`config.mk`:
```
export PLATFORM = sky130hd
export DESIGN_NAME = timebase_prog_flat
export DESIGN_NICKNAME = d
export VERILOG_FILES = /design/src/rtl/timebase_prog_if.sv /design/src/rtl/timebase_prog.sv /design/src/flat_wrapper.sv
export SDC_FILE = /design/constraint.sdc
export NUM_CORES = 1
export LEC_CHECK = 0
export ABC_CLOCK_PERIOD_IN_PS = 5500
export CORE_MARGIN = 2
export CORE_UTILIZATION = 59
export CTS_CLUSTER_DIAMETER = 80
export DETAILED_ROUTE_END_ITERATION = 10
export GPL_ROUTABILITY_DRIVEN = 0
export PLACE_DENSITY_LB_ADDON = 0.05
export SLEW_MARGIN = 40
export SYNTH_ARGS = -nofsm -noshare
export SYNTH_HDL_FRONTEND = slang
export SYNTH_SLANG_ARGS = --single-unit
export TNS_END_PERCENT = 50
```
`constraint.sdc`:
```
create_clock -name clk -period 5.5 [get_ports clk]
set_input_delay 1.375 -clock clk [delete_from_list [all_inputs] [get_ports clk]]
set_output_delay 1.375 -clock clk [all_outputs]
set_load 0.02 [all_outputs]
```
`src/rtl/timebase_prog_if.sv`:
```
// Control and status bundle of the programmable timebase: controller drives
// enable/clear/divisor/tap setup, the timebase returns its counter and strobes.
interface timebase_prog_if #(
    parameter int WIDTH = 26,
    parameter int NTAPS = 6,
    parameter int PRE_W = 8,
    parameter int SEL_W = $clog2(WIDTH)
);
    logic                   en;
    logic                   clr;
    logic [PRE_W-1:0]       div;
    logic [NTAPS*SEL_W-1:0] tap_sel;
    logic [NTAPS-1:0]       tap_mode;
    logic [WIDTH-1:0]       ticks;
    logic                   tick_stb;
    logic                   wrap_stb;
    logic [NTAPS-1:0]       taps;

    modport master (
        output en, clr, div, tap_sel, tap_mode,
        input  ticks, tick_stb, wrap_stb, taps
    );

    modport slave (
        input  en, clr, div, tap_sel, tap_mode,
        output ticks, tick_stb, wrap_stb, taps
    );
endinterface

```
`src/rtl/timebase_prog.sv`:
```
// Free-running prescaled tick counter with per-channel programmable edge strobes
// on any counter bit; shared timebase for blink, debounce and polling logic.
module timebase_prog #(
    parameter int WIDTH = 26,
    parameter int NTAPS = 6,
    parameter int PRE_W = 8
) (
    input  logic           clk,
    input  logic           rst_n,
    timebase_prog_if.slave bus
);
    localparam int SEL_W  = $clog2(WIDTH);
    localparam int TPAD_W = 1 << SEL_W;
    localparam logic [SEL_W:0] WIDTH_L = (SEL_W + 1)'(WIDTH);

    logic [PRE_W-1:0]             pre_q, pre_d;
    logic [WIDTH-1:0]             ticks_q, ticks_d;
    logic                         tick_stb_q, tick_stb_d;
    logic                         wrap_stb_q, wrap_stb_d;
    logic [NTAPS-1:0]             prev_q, prev_d;
    logic [NTAPS-1:0]             taps_q, taps_d;
    logic [NTAPS-1:0][SEL_W-1:0]  sel_q, sel_d;
    logic [TPAD_W-1:0]            ticks_pad;
    logic                         inc;

    // pre above div (divisor lowered mid-count) counts as a match so it never runs away
    assign inc       = bus.en & ~bus.clr & (pre_q >= bus.div);
    assign ticks_pad = TPAD_W'(ticks_q);

    always_comb begin
        pre_d   = pre_q;
        ticks_d = ticks_q;
        if (bus.clr) begin
            pre_d   = '0;
            ticks_d = '0;
        end else if (bus.en) begin
            if (inc) begin
                pre_d   = '0;
                ticks_d = ticks_q + WIDTH'(1);
            end else begin
                pre_d   = pre_q + PRE_W'(1);
            end
        end
        tick_stb_d = inc;
        wrap_stb_d = inc & (&ticks_q);
    end

    for (genvar k = 0; k < NTAPS; k++) begin : g_tap
        logic [SEL_W-1:0] b;
        logic             in_range;
        logic             bit_v;

        assign b        = bus.tap_sel[k*SEL_W +: SEL_W];
        assign in_range = {1'b0, b} < WIDTH_L;
        assign bit_v    = ticks_pad[b] & in_range;
        assign sel_d[k] = b;
        assign prev_d[k] = bit_v & ~bus.clr;
        // a freshly changed select has stale history, so its first evaluation is masked
        assign taps_d[k] = ~bus.clr & in_range & (b == sel_q[k]) &
                           (bit_v ^ prev_q[k]) & (bus.tap_mode[k] | bit_v);
    end

    always_ff @(posedge clk or negedge rst_n) begin
        if (!rst_n) begin
            pre_q      <= '0;
            ticks_q    <= '0;
            tick_stb_q <= 1'b0;
            wrap_stb_q <= 1'b0;
            prev_q     <= '0;
            taps_q     <= '0;
            sel_q      <= '0;
        end else begin
            pre_q      <= pre_d;
            ticks_q    <= ticks_d;
            tick_stb_q <= tick_stb_d;
            wrap_stb_q <= wrap_stb_d;
            prev_q     <= prev_d;
            taps_q     <= taps_d;
            sel_q      <= sel_d;
        end
    end

    assign bus.ticks    = ticks_q;
    assign bus.tick_stb = tick_stb_q;
    assign bus.wrap_stb = wrap_stb_q;
    assign bus.taps     = taps_q;
endmodule

```
`src/flat_wrapper.sv`:
```
// flat-port wrapper written by rule: the top's interface ports become plain ports
module timebase_prog_flat 
#(
    parameter int WIDTH = 26,
    parameter int NTAPS = 6,
    parameter int PRE_W = 8
)
  (clk, rst_n, bus_en, bus_clr, bus_div, bus_tap_sel, bus_tap_mode, bus_ticks, bus_tick_stb, bus_wrap_stb, bus_taps);
  timebase_prog_if #(.WIDTH(WIDTH), .NTAPS(NTAPS), .PRE_W(PRE_W)) bus_i ();
  input  logic clk;
  input  logic rst_n;
  input wire logic [$bits(bus_i.en)-1:0] bus_en;
  input wire logic [$bits(bus_i.clr)-1:0] bus_clr;
  input wire logic [$bits(bus_i.div)-1:0] bus_div;
  input wire logic [$bits(bus_i.tap_sel)-1:0] bus_tap_sel;
  input wire logic [$bits(bus_i.tap_mode)-1:0] bus_tap_mode;
  output wire logic [$bits(bus_i.ticks)-1:0] bus_ticks;
  output wire logic [$bits(bus_i.tick_stb)-1:0] bus_tick_stb;
  output wire logic [$bits(bus_i.wrap_stb)-1:0] bus_wrap_stb;
  output wire logic [$bits(bus_i.taps)-1:0] bus_taps;
  assign bus_i.en = bus_en;
  assign bus_i.clr = bus_clr;
  assign bus_i.div = bus_div;
  assign bus_i.tap_sel = bus_tap_sel;
  assign bus_i.tap_mode = bus_tap_mode;
  assign bus_ticks = bus_i.ticks;
  assign bus_tick_stb = bus_i.tick_stb;
  assign bus_wrap_stb = bus_i.wrap_stb;
  assign bus_taps = bus_i.taps;
  timebase_prog #(.WIDTH(WIDTH), .NTAPS(NTAPS), .PRE_W(PRE_W)) u_core (.clk(clk), .rst_n(rst_n), .bus(bus_i));
endmodule
```
# --- Yosys cells after proc, flatten, opt, wreduce, memory -nomap -nowiden ---
# Index checks and enable logic that the tools add are counted.
word_totals:
  reg_bits: 78
  out_inout_bits: 34
  elab_cells: 107
classes:
  addsub: 2
  n_lt_le_gt_ge: 13
  n_eq_ne: 6
  muxes: 18
  n_bitwise: 52
  reduce_logical: 4
ops:
  columns: ["cell", "count"]
  rows:
  - ["26-bit two-way mux", 3]
  - ["1-bit AND", 39]
  - ["5-bit by 6-bit < comparator with 1-bit output, second input constant", 6]
  - ["1-bit binary-select mux with 5-bit select", 6]
  - ["5-bit equality test", 6]
  - ["5-bit < comparator, second input constant", 6]
  - ["26-bit by 1-bit adder with 26-bit output, second input constant", 1]
  - ["26-bit AND reduction", 1]
  - ["8-bit two-way mux", 3]
  - ["8-bit by 1-bit adder with 8-bit output, second input constant", 1]
  - ["8-bit >= comparator", 1]
  - ["1-bit two-way mux", 6]
  - ["1-bit OR", 6]
  - ["1-bit XOR", 6]
  - ["2-bit nonzero test", 2]
  - ["2-bit AND reduction", 1]
  - ["1-bit NOT", 1]

# --- Longest topological paths before layout ---
# Gate-level depths: netlist of run 1.
depth:
  depth_word: 6
  mapped_depth: 10
  mapped_depth_nobuf: 8

# --- Least setup slack after synthesis of run 1 ---
# Ideal clock, no wire load.
synth_path:
  kind: "input to register"
  start: "in bus_div[0]"
  end: "reg u_core.ticks_q[1], in the netlist u_core.bus.ticks[1]"
  setup_ns: 0.132
  t_arrival_ns: 3.198
  setup_slack_ns: 2.170
  stages: 9
  path_buffers: 2
  path_cell_list: "ha_1 > nand2b_1 > a21o_1 > a211o_1 > a32oi_1 > clkbuf_1 > buf_2 > mux2i_1 > nor2_1"
synth_via:
  elab_chain_len: 4
synth_lines:
  columns: ["element", "line", "rtl"]
  rows:
  - ["start: declaration", "flat_wrapper.sv:14", "input wire logic [$bits(bus_i.div)-1:0] bus_div;"]
  - ["8-bit >= comparator", "timebase_prog.sv:27", "assign inc = bus.en & ~bus.clr & (pre_q >= bus.div);"]
  - ["1-bit AND", "timebase_prog.sv:27", null]
  - ["2-bit nonzero test (no source line)", null, null]
  - ["2-bit AND reduction (no source line)", null, null]
  - ["end signal: assignment", "timebase_prog.sv:74", "ticks_q <= ticks_d;"]
  - ["end: declaration", "timebase_prog.sv:17", "logic [WIDTH-1:0] ticks_q, ticks_d;"]
# Every way passes these cells.
# A chain may end at the register's enable or synchronous reset.

# --- Worst setup path in the final report of run 1 ---
layout_path:
  start: "in bus_tap_sel[25]"
  end: "reg u_core.taps_q[5], in the netlist u_core.bus.taps[5]"
layout_via:
  elab_chain_len: 6
  word_cells_on_any_way: 11
layout_lines:
  columns: ["element", "line", "rtl"]
  rows:
  - ["start: declaration", "flat_wrapper.sv:15", "input wire logic [$bits(bus_i.tap_sel)-1:0] bus_tap_sel;"]
  - ["1-bit binary-select mux with 5-bit select", "timebase_prog.sv:55", "assign bit_v = ticks_pad[b] & in_range;"]
  - ["1-bit two-way mux (not written as such)", "timebase_prog.sv:55", null]
  - ["1-bit AND", "timebase_prog.sv:55", null]
  - ["1-bit XOR", "timebase_prog.sv:60", "(bit_v ^ prev_q[k]) & (bus.tap_mode[k] | bit_v);"]
  - ["1-bit AND", "timebase_prog.sv:59", "assign taps_d[k] = ~bus.clr & in_range & (b == sel_q[k]) &"]
  - ["1-bit AND (*)", "timebase_prog.sv:60", null]
  - ["via u_core.taps_d[5]", "timebase_prog.sv:21", "logic [NTAPS-1:0] taps_q, taps_d;"]
  - ["end signal: assignment", "timebase_prog.sv:78", "taps_q <= taps_d;"]
  - ["end: declaration", "timebase_prog.sv:21", null]
# Mark *: on every way through the listed nets, which the timed path passes. The rest lies on a longest branch. The select of a mux whose other input is x is not followed.

==> results of run 1 <==
stage by stage:
stage | instances | hold slack, ns | power, uW | utilization | setup slack (ns)
after global routing | 634 | 0.4766 | 1164 | 0.7264 | 1.642
after global placement | 618 | 0.4442 | 732.1 | 0.7047 | 1.546
after floorplan | 472 | 0.4290 | 674.6 | - | 2.170
final | 634 | 0.4638 | 1122 | 0.7264 | 1.852
after CTS | 634 | 0.4575 | 1126 | 0.7264 | 1.827
after detailed placement | 618 | 0.4471 | 737.2 | 0.7054 | 1.451
placed cells by master (no fill, tap or decap), drive strengths merged, types with 12 or more instances in the layout:
cell / count
nor2: 19
dfrtp: 78
and3: 13
inv: 18
or3: 12
mux4: 39
xnor2: 18
mux2i: 19
nand3: 21
a21oi: 30
clkdlybuf4s50: 79
nand2: 26
o21ai: 26
report_power, final:
group | switching [uW] | internal (uW) | total (uW) | leakage, uW
clock network | 234 | 164 | 398 | 0.0000816
logic | 66.5 | 64.4 | 131 | 0.00129
registers | 6.80 | 586 | 593 | 0.00102
total | 307 | 815 | 1120 | 0.00239
final cells by class:
type / instances / area, um^2 / share of cell area
Sequential cell: 78 / 1952 / 0.3238
Clock buffer: 9 / 123.9 / 0.02055
Multi-Input combinational cell: 336 / 2890 / 0.4795
Clock inverter: 7 / 50.05 / 0.008302
Tap cell: 105 / 131.4 / 0.02179
Timing Repair Buffer: 82 / 817.0 / 0.1355
Inverter: 17 / 63.81 / 0.01059
layer usage:
layer / track usage / vias to the layer above
met5: 0 / -
met4: 0.1062 / 0
met3: 0.06503 / 38
met2: 0.4359 / 236
met1: 0.4012 / 2072
li1: - / 1895
critical path, delay by kind of cell:
family | cells | cell delay [ns]
buf+inv | 1 | 0.75
simple gates | 1 | 0.13
mux | 4 | 1.67
worst max path at each step:
stage	start	endpoint	slack (ns)	depth (start not counted)
after global placement	bus_tap_sel[20]	u_core.bus.taps[4]	1.55	6
after global routing	bus_tap_sel[5]	u_core.bus.taps[1]	1.64	6
after CTS	bus_tap_sel[25]	u_core.bus.taps[5]	1.83	6
final	bus_tap_sel[25]	u_core.bus.taps[5]	1.85	6
after detailed placement	bus_tap_sel[25]	u_core.bus.taps[5]	1.45	6
after floorplan	bus_div[0]	u_core.bus.ticks[1]	2.17	9
flip-flops by register name, summed over array words and instances (netlist names):
register             count
u_core.sel_q            30
u_core.bus.ticks        26
u_core.pre_q             8
u_core.bus.taps          6
u_core.prev_q            6
u_core.bus.tick_stb      1
u_core.bus.wrap_stb      1
cell families after synthesis:
logic type,after synthesis,share of synthesized area
and+or+nand+nor,141,0.1550
AOI/OAI and AO/OA,94,0.1141
DFF,78,0.3844
muxes,64,0.2275
buffers and inverters,58,0.04781
xor gates and xnor gates,27,0.04658
adders and majority gates,10,0.02464
==> flow_summary.yaml, run 1 <==
clock_network:
  postCtsSetupRepairBufs: 0
  cts_resized: 0
  clockBufferDepth: 2
  insertion_delay_ns: 0.36
  cts-root-buf: "clkbuf_8"
  h-tree-depth: 3
  ctsHoldBuffers: 0
  tritoncts: "built"
  cts.sinks: 78
  clk_pin_slew_ns: 0.09
  cts_made_buffers: 9
flow_run:
  timing.max_cap.violations: 0
sta:
  rsz0062_at_grt: "false"
  final.period_utilization: 0.6633
  max-slew-margin-rel: 0.4924
  maxSlewViolCount: 0
  worst_clock_skew_ns: 0.01039
  fin_crit_ns: 3.648
  tns_ns: 0
  finalSetupViolCount: 0
  tightestPinTransition_ns: 0.7579
  hold_violations: 0
  max_freq_mhz: 274.1
power:
  powerDensity_nw_per_um2: 186.1
  total_leakage_power_uw: 0.002388
  ir_drop_v: 0.0001383
detailed_routing:
  wirelength_um: 12880
  dr.pass1.iters: 5
  wl_met3_um: 1222
  post-route-drc-count: 0
  ant_nets: 0
  drt_iter0_drc: 358
  m1WireLength_um: 5391
  wl_met2_um: 5974
  vias: 4241
  wl_per_cell_um: 20.32
  top_layer: "met4"
  drt-vias-per-instance: 6.689
logic_synthesis:
  yosys_warnings: 0
  synth_cell_types: 52
  synth_seq_cells: 78
  netlist_instances: 472
  ys.flop_type: "dfrtp_1"
  yosysTopAreaCell: "dfrtp_1"
  yosys-top-cells-area: "dfrtp_1 (38%), mux4_2 (16%), mux2i_1 (3.7%), xnor2_1 (3.1%), a21oi_1 (3.0%)"
  ys_seq_area_frac: 0.3844
  synthesis.area_um2: 5077
  yosysMostFrequentCell: "dfrtp_1"
  synthTopCellsByCount: "dfrtp_1 (78), mux4_2 (35), a21oi_1 (30)"
  yosysTopAreaCellShare: 0.3844
  synth_nets: 530
  ys_async_sr_fraction: 1.000
  syn_area_per_cell_um2: 10.76
  synth_edf_count: 0
global_route:
  grt_pass1_vias: 4120
  grt.overflow.total: 0
  grt_antenna_before_repair: 0
  grt_max_degree: 79
  grtUsageTotal: 0.2845
  grt_pass1_wl_um: 21280
status:
  status: "finished, final reports clean"
worst_setup_path:
  cp.required_ns: 5.77
  r2r_slack_ns: 2.94
  cpMaxStageDelayCell: "clkdlybuf4s50_1"
  path_max_fanout: 9
  end_kind: "register"
  slowest_delay_ns: 0.75
  timing.rr.end: "u_core.bus.ticks[22]"
  r2r_cells: 6
  path_cells: "clkdlybuf4s50_1, mux4_1, mux4_2, mux2_2, mux2_4, nor4_4"
  arrival_ns: 3.92
  critical_path_class: "input port to register"
  cp-start-kind: "input port"
  worstReg2RegStart: "u_core.bus.ticks[3]"
min_path:
  min_to: "u_core.bus.taps[0]"
  worstHoldPathCells: 1
  hold_class: "register to register"
  holdCritStartpoint: "u_core.prev_q[0]"
die:
  die_h_um: 96.77
  core_area_um2: 8299
  die_area_um2: 9363
  initial_utilization: 0.6118
  placementRows: 33
  die_w_um: 96.77
  boundaryPins: 82
place:
  dp_hpwl_um: 8360
  placed_cell_area_um2: 5854
  io_buffer_count: 81
layout:
  drive_above_1_share: 0.1191
  nets: 582
  finalInstanceArea_um2: 6028
  n_fill_cell: 622
  area_growth_pct: 18.73
  num_antenna_cells: 0
No activity file was read; power rests on OpenSTA's default activity.
==> run 2, diff against run 1 <==
--- a/config.mk
+++ b/config.mk
@@ -5,9 +5,9 @@
 export SDC_FILE = /design/constraint.sdc
 export NUM_CORES = 1
 export LEC_CHECK = 0
-export ABC_CLOCK_PERIOD_IN_PS = 5500
+export ABC_CLOCK_PERIOD_IN_PS = 3500
 export CORE_MARGIN = 2
-export CORE_UTILIZATION = 59
+export CORE_UTILIZATION = 54
 export CTS_CLUSTER_DIAMETER = 80
 export DETAILED_ROUTE_END_ITERATION = 10
 export GPL_ROUTABILITY_DRIVEN = 0
==> constraint.sdc (replaced) <==
create_clock -name clk -period 3.5 [get_ports clk]
set_input_delay 0.875 -clock clk [delete_from_list [all_inputs] [get_ports clk]]
set_output_delay 0.875 -clock clk [all_outputs]
set_load 0.02 [all_outputs]
==> run 2 against run 1 <==
  * Clock skew grew 0.0071 ns
  * Register-to-register slack worse by 2.1 ns
  * Global-route usage decreased by 0.23 points
  * Critical endpoint is now u_core.bus.taps[4]
  * Largest cell class unchanged
  * Highest routed layer unchanged
==> flow_summary.yaml, run 2 (same netlist as run 1, synthesis figures left out) <==
sta:
  worst_clock_skew_ns: 0.01747
  max-slew-margin-rel: 0.5125
  maxSlewViolCount: 0
  hold_violations: 0
  tightestPinTransition_ns: 0.7313
  holdWs_ns: 0.4728
  finalSetupViolCount: 0
  final.period_utilization: 0.8644
  tns_ns: 0
  layout_setup_ws_ns: 0.4745
  max_freq_mhz: 330.5
  rsz0062_at_grt: "false"
  fin_crit_ns: 3.025
global_route:
  grt_max_degree: 79
  grt_pass1_vias: 4260
  grt.overflow.total: 0
  grt_antenna_before_repair: 0
  grtUsageTotal: 0.2822
  grt_pass1_wl_um: 22130
power:
  powerDensity_nw_per_um2: 297.7
  ir_drop_v: 0.0001718
  total_leakage_power_uw: 0.002446
min_path:
  hold_class: "register to register"
  worstHoldPathCells: 1
  holdCritStartpoint: "u_core.prev_q[0]"
  min_to: "u_core.bus.taps[0]"
detailed_routing:
  wl_per_cell_um: 21.07
  drt-vias-per-instance: 6.658
  vias: 4308
  drt_iter0_drc: 335
  post-route-drc-count: 0
  dr.pass1.iters: 5
  ant_nets: 0
  wirelength_um: 13630
layout:
  multi_input_area_um2: 2890
  area_growth_pct: 20.45
  drive_above_1_share: 0.1306
  layout_common_cells: "clkdlybuf4s50_1 (79), dfrtp_1 (78), mux4_2 (35), a21oi_1 (30)"
  nets: 591
  n_fill_cell: 729
  stdcell_count: 647
  num_antenna_cells: 0
  regArea_um2: 1952
  largest_register_ffs: 30
  fin_util: 0.6650
  top_register: "u_core.sel_q"
  mostFrequentLayoutCell: "clkdlybuf4s50_1"
die:
  initial_utilization: 0.5521
  placementRows: 35
  boundaryPins: 82
  die_w_um: 101.0
  die_h_um: 101.0
  core_area_um2: 9196
  die_area_um2: 10190
worst_setup_path:
  crit_family: "multiplexers"
  cp.required_ns: 3.78
  worstReg2RegStart: "u_core.bus.ticks[3]"
  crit_top_cell: "mux4_2"
  r2r_slack_ns: 0.86
  cpMaxStageDelayCell: "clkdlybuf4s50_1"
  critical_path_class: "input port to register"
  timing.rr.end: "u_core.bus.ticks[23]"
  end_kind: "register"
  slowest_delay_ns: 0.68
  cp-start-kind: "input port"
  worst-path-buf-inv: 1
  r2r_cells: 6
  path_max_fanout: 7
  arrival_ns: 3.31
  path_cells: "clkdlybuf4s50_1, mux4_2, mux4_2, mux2i_1, mux2_2, nor4_1"
place:
  dp_hpwl_um: 8764
  dp_cells: 633
  io_buffer_count: 81
  place_ws_ns: 0.06496
clock_network:
  cts_resized: 0
  cts_made_buffers: 9
  postCtsSetupRepairBufs: 0
  clockBufferDepth: 2
  cts.sinks: 78
  clk_pin_slew_ns: 0.09
  tritoncts: "built"
  insertion_delay_ns: 0.37
  ctsHoldBuffers: 0
  cts-root-buf: "clkbuf_8"
  h-tree-depth: 3
status:
  status: "finished, final reports clean"
flow_run:
  timing.max_cap.violations: 0
-- run 2: layout make-up --
class | instances | area share
repair buffers | 91 | 0.1463
well taps | 111 | 0.02271
clock inverters | 5 | 0.008592
multi-input cells | 336 | 0.4726
clock buffers | 9 | 0.02025
flip-flops and latches | 78 | 0.3191
inverters | 17 | 0.01043
-- run 2: stage by stage --
step / instance area (um^2) / total power [uW]
after global routing: 6116 / 1889
after floorplan: 5077 / 1060
final: 6116 / 1821
after global placement: 5936 / 1160
after CTS: 6116 / 1827
after detailed placement: 5939 / 1166
-- run 2: power breakdown --
part,internal [uW],switching [uW],leakage (uW)
Clock,318,357,0.0000907
Combinational,107,108,0.00134
Sequential,921,10.6,0.00102
Total,1350,475,0.00245
-- run 2: how the worst max path moves through the flow --
stage / from / end / slack [ns] / cells after the start
finish: bus_tap_sel[20] / u_core.bus.taps[4] / 0.47 / 6
global route: bus_tap_sel[20] / u_core.bus.taps[4] / 0.27 / 6
CTS: bus_tap_sel[20] / u_core.bus.taps[4] / 0.45 / 6
detailed placement: bus_tap_sel[20] / u_core.bus.taps[4] / 0.06 / 6
global placement: bus_tap_sel[20] / u_core.bus.taps[4] / 0.14 / 6
floorplan: bus_div[0] / u_core.bus.ticks[1] / 0.67 / 9
-- run 2: worst reg2reg max path, cell delays in order, from the launching register on --
cell	delay (ns)
dfrtp_1	0.73
and4_1	0.32
nand4_1	0.18
nor3_1	0.39
nand2_1	0.26
or4_1	0.52
a21oi_1	0.16
-- run 2: routing by layer --
| metal | vias to the layer above | routed length, um | track usage |
|---|---|---|---|
| li1 | 1908 | - | - |
| met1 | 2127 | 5597 | 0.3912 |
| met2 | 238 | 6439 | 0.4390 |
| met3 | 35 | 1285 | 0.06657 |
| met4 | 0 | 310 | 0.09979 |
| met5 | - | 0 | 0 |
==> run 3, diff against run 2 <==
--- a/config.mk
+++ b/config.mk
@@ -12,6 +12,7 @@
 export DETAILED_ROUTE_END_ITERATION = 10
 export GPL_ROUTABILITY_DRIVEN = 0
 export PLACE_DENSITY_LB_ADDON = 0.05
+export SKIP_CTS_REPAIR_TIMING = 1
 export SLEW_MARGIN = 40
 export SYNTH_ARGS = -nofsm -noshare
 export SYNTH_HDL_FRONTEND = slang
==> results of run 3 <==
No change in the layout: final DEF, timing and power equal those of run 2.
==> RTL change 1 (flow settings as in run 1) <==
`NTAPS` is set to 6 in 3 places; all go to 12.
--- a/src/rtl/timebase_prog_if.sv
+++ b/src/rtl/timebase_prog_if.sv
@@ -3,5 +3,5 @@
 interface timebase_prog_if #(
     parameter int WIDTH = 26,
-    parameter int NTAPS = 6,
+    parameter int NTAPS = 12,
     parameter int PRE_W = 8,
     parameter int SEL_W = $clog2(WIDTH)
--- a/src/rtl/timebase_prog.sv
+++ b/src/rtl/timebase_prog.sv
@@ -3,5 +3,5 @@
 module timebase_prog #(
     parameter int WIDTH = 26,
-    parameter int NTAPS = 6,
+    parameter int NTAPS = 12,
     parameter int PRE_W = 8
 ) (
--- a/src/flat_wrapper.sv
+++ b/src/flat_wrapper.sv
@@ -3,5 +3,5 @@
 #(
     parameter int WIDTH = 26,
-    parameter int NTAPS = 6,
+    parameter int NTAPS = 12,
     parameter int PRE_W = 8
 )
Interface: changed (resized bus_tap_mode, bus_tap_sel and bus_taps); port bits go from 82 to 124. No check against the original RTL was run, so the function may have changed too.
==> RTL change 1 against run 1 <==
First-iteration DRC count is 140% higher; die area is 59% higher; design area is 67% higher; highest routed layer unchanged; non-clock buffer count is 51 higher; via count is 55% higher; register-to-register slack worse by 0.30 ns; power is 120% higher; critical path depth is 3 higher; sequential cell count is 42 higher; routed wire length is 72% higher; synthesized area is 61% higher; combinational power is 87% higher; worst setup slack worse by 0.030 ns.
==> RTL change 1: results <==
[power_and_ir_drop]
pwr_per_cell_area_nw_per_um2 = 242.3
net-switching-power_uw = 528.7
power_clock_mw = 1.27
vdd_ir_drop_max_uv = 191.1
pg_comb_uw = 245
cellLeakagePower_nw = 3.990

[timing]
finClkSkew_ns = 0.004936
worstMarginPinSlew_ns = 0.8575

[detailed_routing]
detailroute.wirelength.met3_mm = 2.231
routed-wl-met2_mm = 10.74
detail_route.vias_per_cell = 6.687
route.detailed.wl_per_inst_microns = 22.62
drt_iter0_drc = 846

[run_status]
outcome = "finished clean"

[clocking]
clk_pin_slew_ns = 0.05
numCtsBuffers = 17
cts_root_buf = "clkbuf_16"

[global_routing]
grt_use_met1 = 0.4254
met3_track_demand_over_resource = 0.09082
grt.met2_usage = 0.4997
grt.total_usage = 0.3172
grt_first_pass_wirelength_mm = 35.82

[placed_design]
place_inst = 948
detailed_place.area_sq_um = 9360
worst_case_setup_slack_after_placement_ns = 1.482

[setup_path]
critical-path-slowest-cell = "a31oi_1"
crit_path_max_fanout = 17
cp_slowest_stage_delay_ns = 0.48

[synth]
synth.area.mux_share = 0.2944
syn_nets = 807
synth_compound_area_frac = 0.08974
yosys.area_share.xor_xnor = 0.05235
synth.cells.most_frequent = "dfrtp_1, mux4_2, nor2_1"
synth.lib_cells_used.distinct = 62

[cells_and_area]
fillers = 919
post-route-util = 0.7343
## RTL change 1: layout make-up
cell class,count,area [sq um],share of cell area
clock buffer,24,521.8,0.05179
sequential,120,3003,0.2981
timing repair buffer,133,1323,0.1313
clock inverter,7,160.2,0.01590
inverter,23,86.33,0.008569
tap,180,225.2,0.02235
multi-input combinational,493,4753,0.4718
antenna,1,2.502,0.0002484
## RTL change 1: worst paths after layout
kind | startpoint | endpoint | slack, ns | cells after the start
min reg2reg | u_core.prev_q[11] | u_core.bus.taps[11] | 0.54 | 2
max reg2reg | u_core.bus.ticks[0] | u_core.bus.ticks[22] | 2.64 | 7
max in group asynchronous | rst_n | u_core.sel_q[58] | 3.93 | 2
min | u_core.prev_q[11] | u_core.bus.taps[11] | 0.54 | 2
min in group asynchronous | rst_n | u_core.bus.taps[6] | 0.81 | 1
max | bus_div[7] | u_core.bus.ticks[5] | 1.82 | 9
==> RTL change 2 (flow settings as in run 1) <==
Without the edit above. Make the reset (`rst_n`) synchronous in one clocked block.
--- a/src/rtl/timebase_prog.sv
+++ b/src/rtl/timebase_prog.sv
@@ -61,5 +61,5 @@
     end
 
-    always_ff @(posedge clk or negedge rst_n) begin
+    always_ff @(posedge clk) begin
         if (!rst_n) begin
             pre_q      <= '0;
Function: differs if rst_n is asserted again (counterexample within 4 cycles, from zero or initial values and one cycle with rst_n low); with rst_n held inactive, the same outputs for 10 cycles.
==> RTL change 2 against run 1 <==
Synthesized area shrank 1.8%; sequential cell count is the same; power grew 7.2%; worst setup slack lost 0.030 ns; count of clock-buffer cells in the layout grew 2; design area shrank 2.0%; register-to-register slack is essentially flat; die area shrank 1.7%; routed wire length shrank 3.2%; largest power group unchanged.
==> RTL change 2: results <==
[clocking]
clockBufferDepth = 2
clk-insertion-delay-late_ns = 0.35
cts_root_buf = "clkbuf_8"
clk_pin_slew_ns = 0.09
numCtsBuffers = 9

[power_and_ir_drop]
cellLeakagePower_nw = 2.097
vdd_ir_drop_max_uv = 159.6

[setup_path]
crit_path_max_fanout = 9
path_delay_family = "multiplexers"
cp_slowest_stage_delay_ns = 0.79
timing.critical_path.arrival_ns = 3.95

[synth]
synth.lib_cells_used.distinct = 56
post_synth_main_area_contributors = "dfxtp_1, mux4_2, mux2i_1, and2_1, a21oi_1"
yosys_synthesis_warning_count = 0
yosys.area_share.xor_xnor = 0.05444
synth.cells.most_frequent = "dfxtp_1, a21oi_1, nor2_1"
syn_avg_cell_area_sq_um = 9.703
syn_nets = 572
synth_async_sr_flop_share = 0
synth_adder_area_share = 0.02509
synth_compound_area_frac = 0.1131
synth.yosys.seq_area_share = 0.3131
synth.area.mux_share = 0.2125

[run_status]
outcome = "finished clean"

[detailed_routing]
route.detailed.wl_per_inst_microns = 18.43
vias = 4265
detailedRoute.firstPassIterationCount = 7
drt_iter0_drc = 250
drt-total-wl_mm = 12.47

[placed_design]
detailedPlacementHpwl_mm = 8.366
worst_case_setup_slack_after_placement_ns = 1.440
portBuffers = 81
place_inst = 661
detailed_place.area_sq_um = 5685

[global_routing]
grt_first_pass_wirelength_mm = 20.07
grt_antenna_before_repair = 0
grt_start_max_net_pins = 29
first_global_vias = 3960
grt.total_usage = 0.2834

[cells_and_area]
post_layout_net_count = 625
largest_register_ffs = 30
antenna-diode-count = 0
largest-register = "u_core.sel_q"
fillers = 647
post_route_cells_drive_above_1_share = 0.1241

[timing]
finClkSkew_ns = 0.01072
worstMarginPinSlew_ns = 0.7609
timing_max_transition_violations_final = 0

[worst_hold_path]
min_path_type = "register to register"
-- RTL change 2: layer usage --
layer | vias to the layer above | track usage | routed length, microns
li1 | 2011 | - | -
met1 | 2010 | 0.3963 | 5205
met2 | 223 | 0.4487 | 5900
met3 | 21 | 0.04542 | 1187
met4 | 0 | 0.09643 | 182
met5 | - | 0 | 0
-- RTL change 2: area by class of cell --
type | count | area [sq um] | share of cell area
Inverter | 16 | 60.06 | 0.01016
Multi-Input combinational cell | 376 | 3069 | 0.5194
Clock inverter | 5 | 82.58 | 0.01397
Timing Repair Buffer | 86 | 863.3 | 0.1461
Clock buffer | 11 | 141.4 | 0.02393
Tap cell | 105 | 131.4 | 0.02223
Sequential cell | 78 | 1562 | 0.2642
-- RTL change 2: final timing paths --
kind,to,startpoint,slack [ns],depth (start not counted)
max,u_core.bus.taps[2],bus_tap_sel[10],1.82,8
min,u_core.bus.taps[1],u_core.prev_q[1],0.46,2
max reg2reg,u_core.bus.ticks[16],u_core.bus.ticks[0],2.93,6
min reg2reg,u_core.bus.taps[1],u_core.prev_q[1],0.46,2
-- RTL change 2: cells by family (layout without fill, tap and decap cells) --
kind of cell | after synthesis | after routing
muxes | 60 | 60
buffers and inverters | 60 | 118
AOI/OAI and AO/OA | 91 | 91
DFF | 78 | 78
xor gates and xnor gates | 31 | 31
and+or+nand+nor | 184 | 184
adders and majority gates | 10 | 10
-- RTL change 2: report_power, final --
| part | internal [mW] | leakage [nW] | total, mW | switching [mW] |
|---|---|---|---|---|
| clock | 0.268 | 0.102 | 0.485 | 0.217 |
| combinational | 0.0710 | 1.36 | 0.134 | 0.0633 |
| sequential | 0.577 | 0.637 | 0.583 | 0.00596 |
| total | 0.917 | 2.10 | 1.20 | 0.286 |
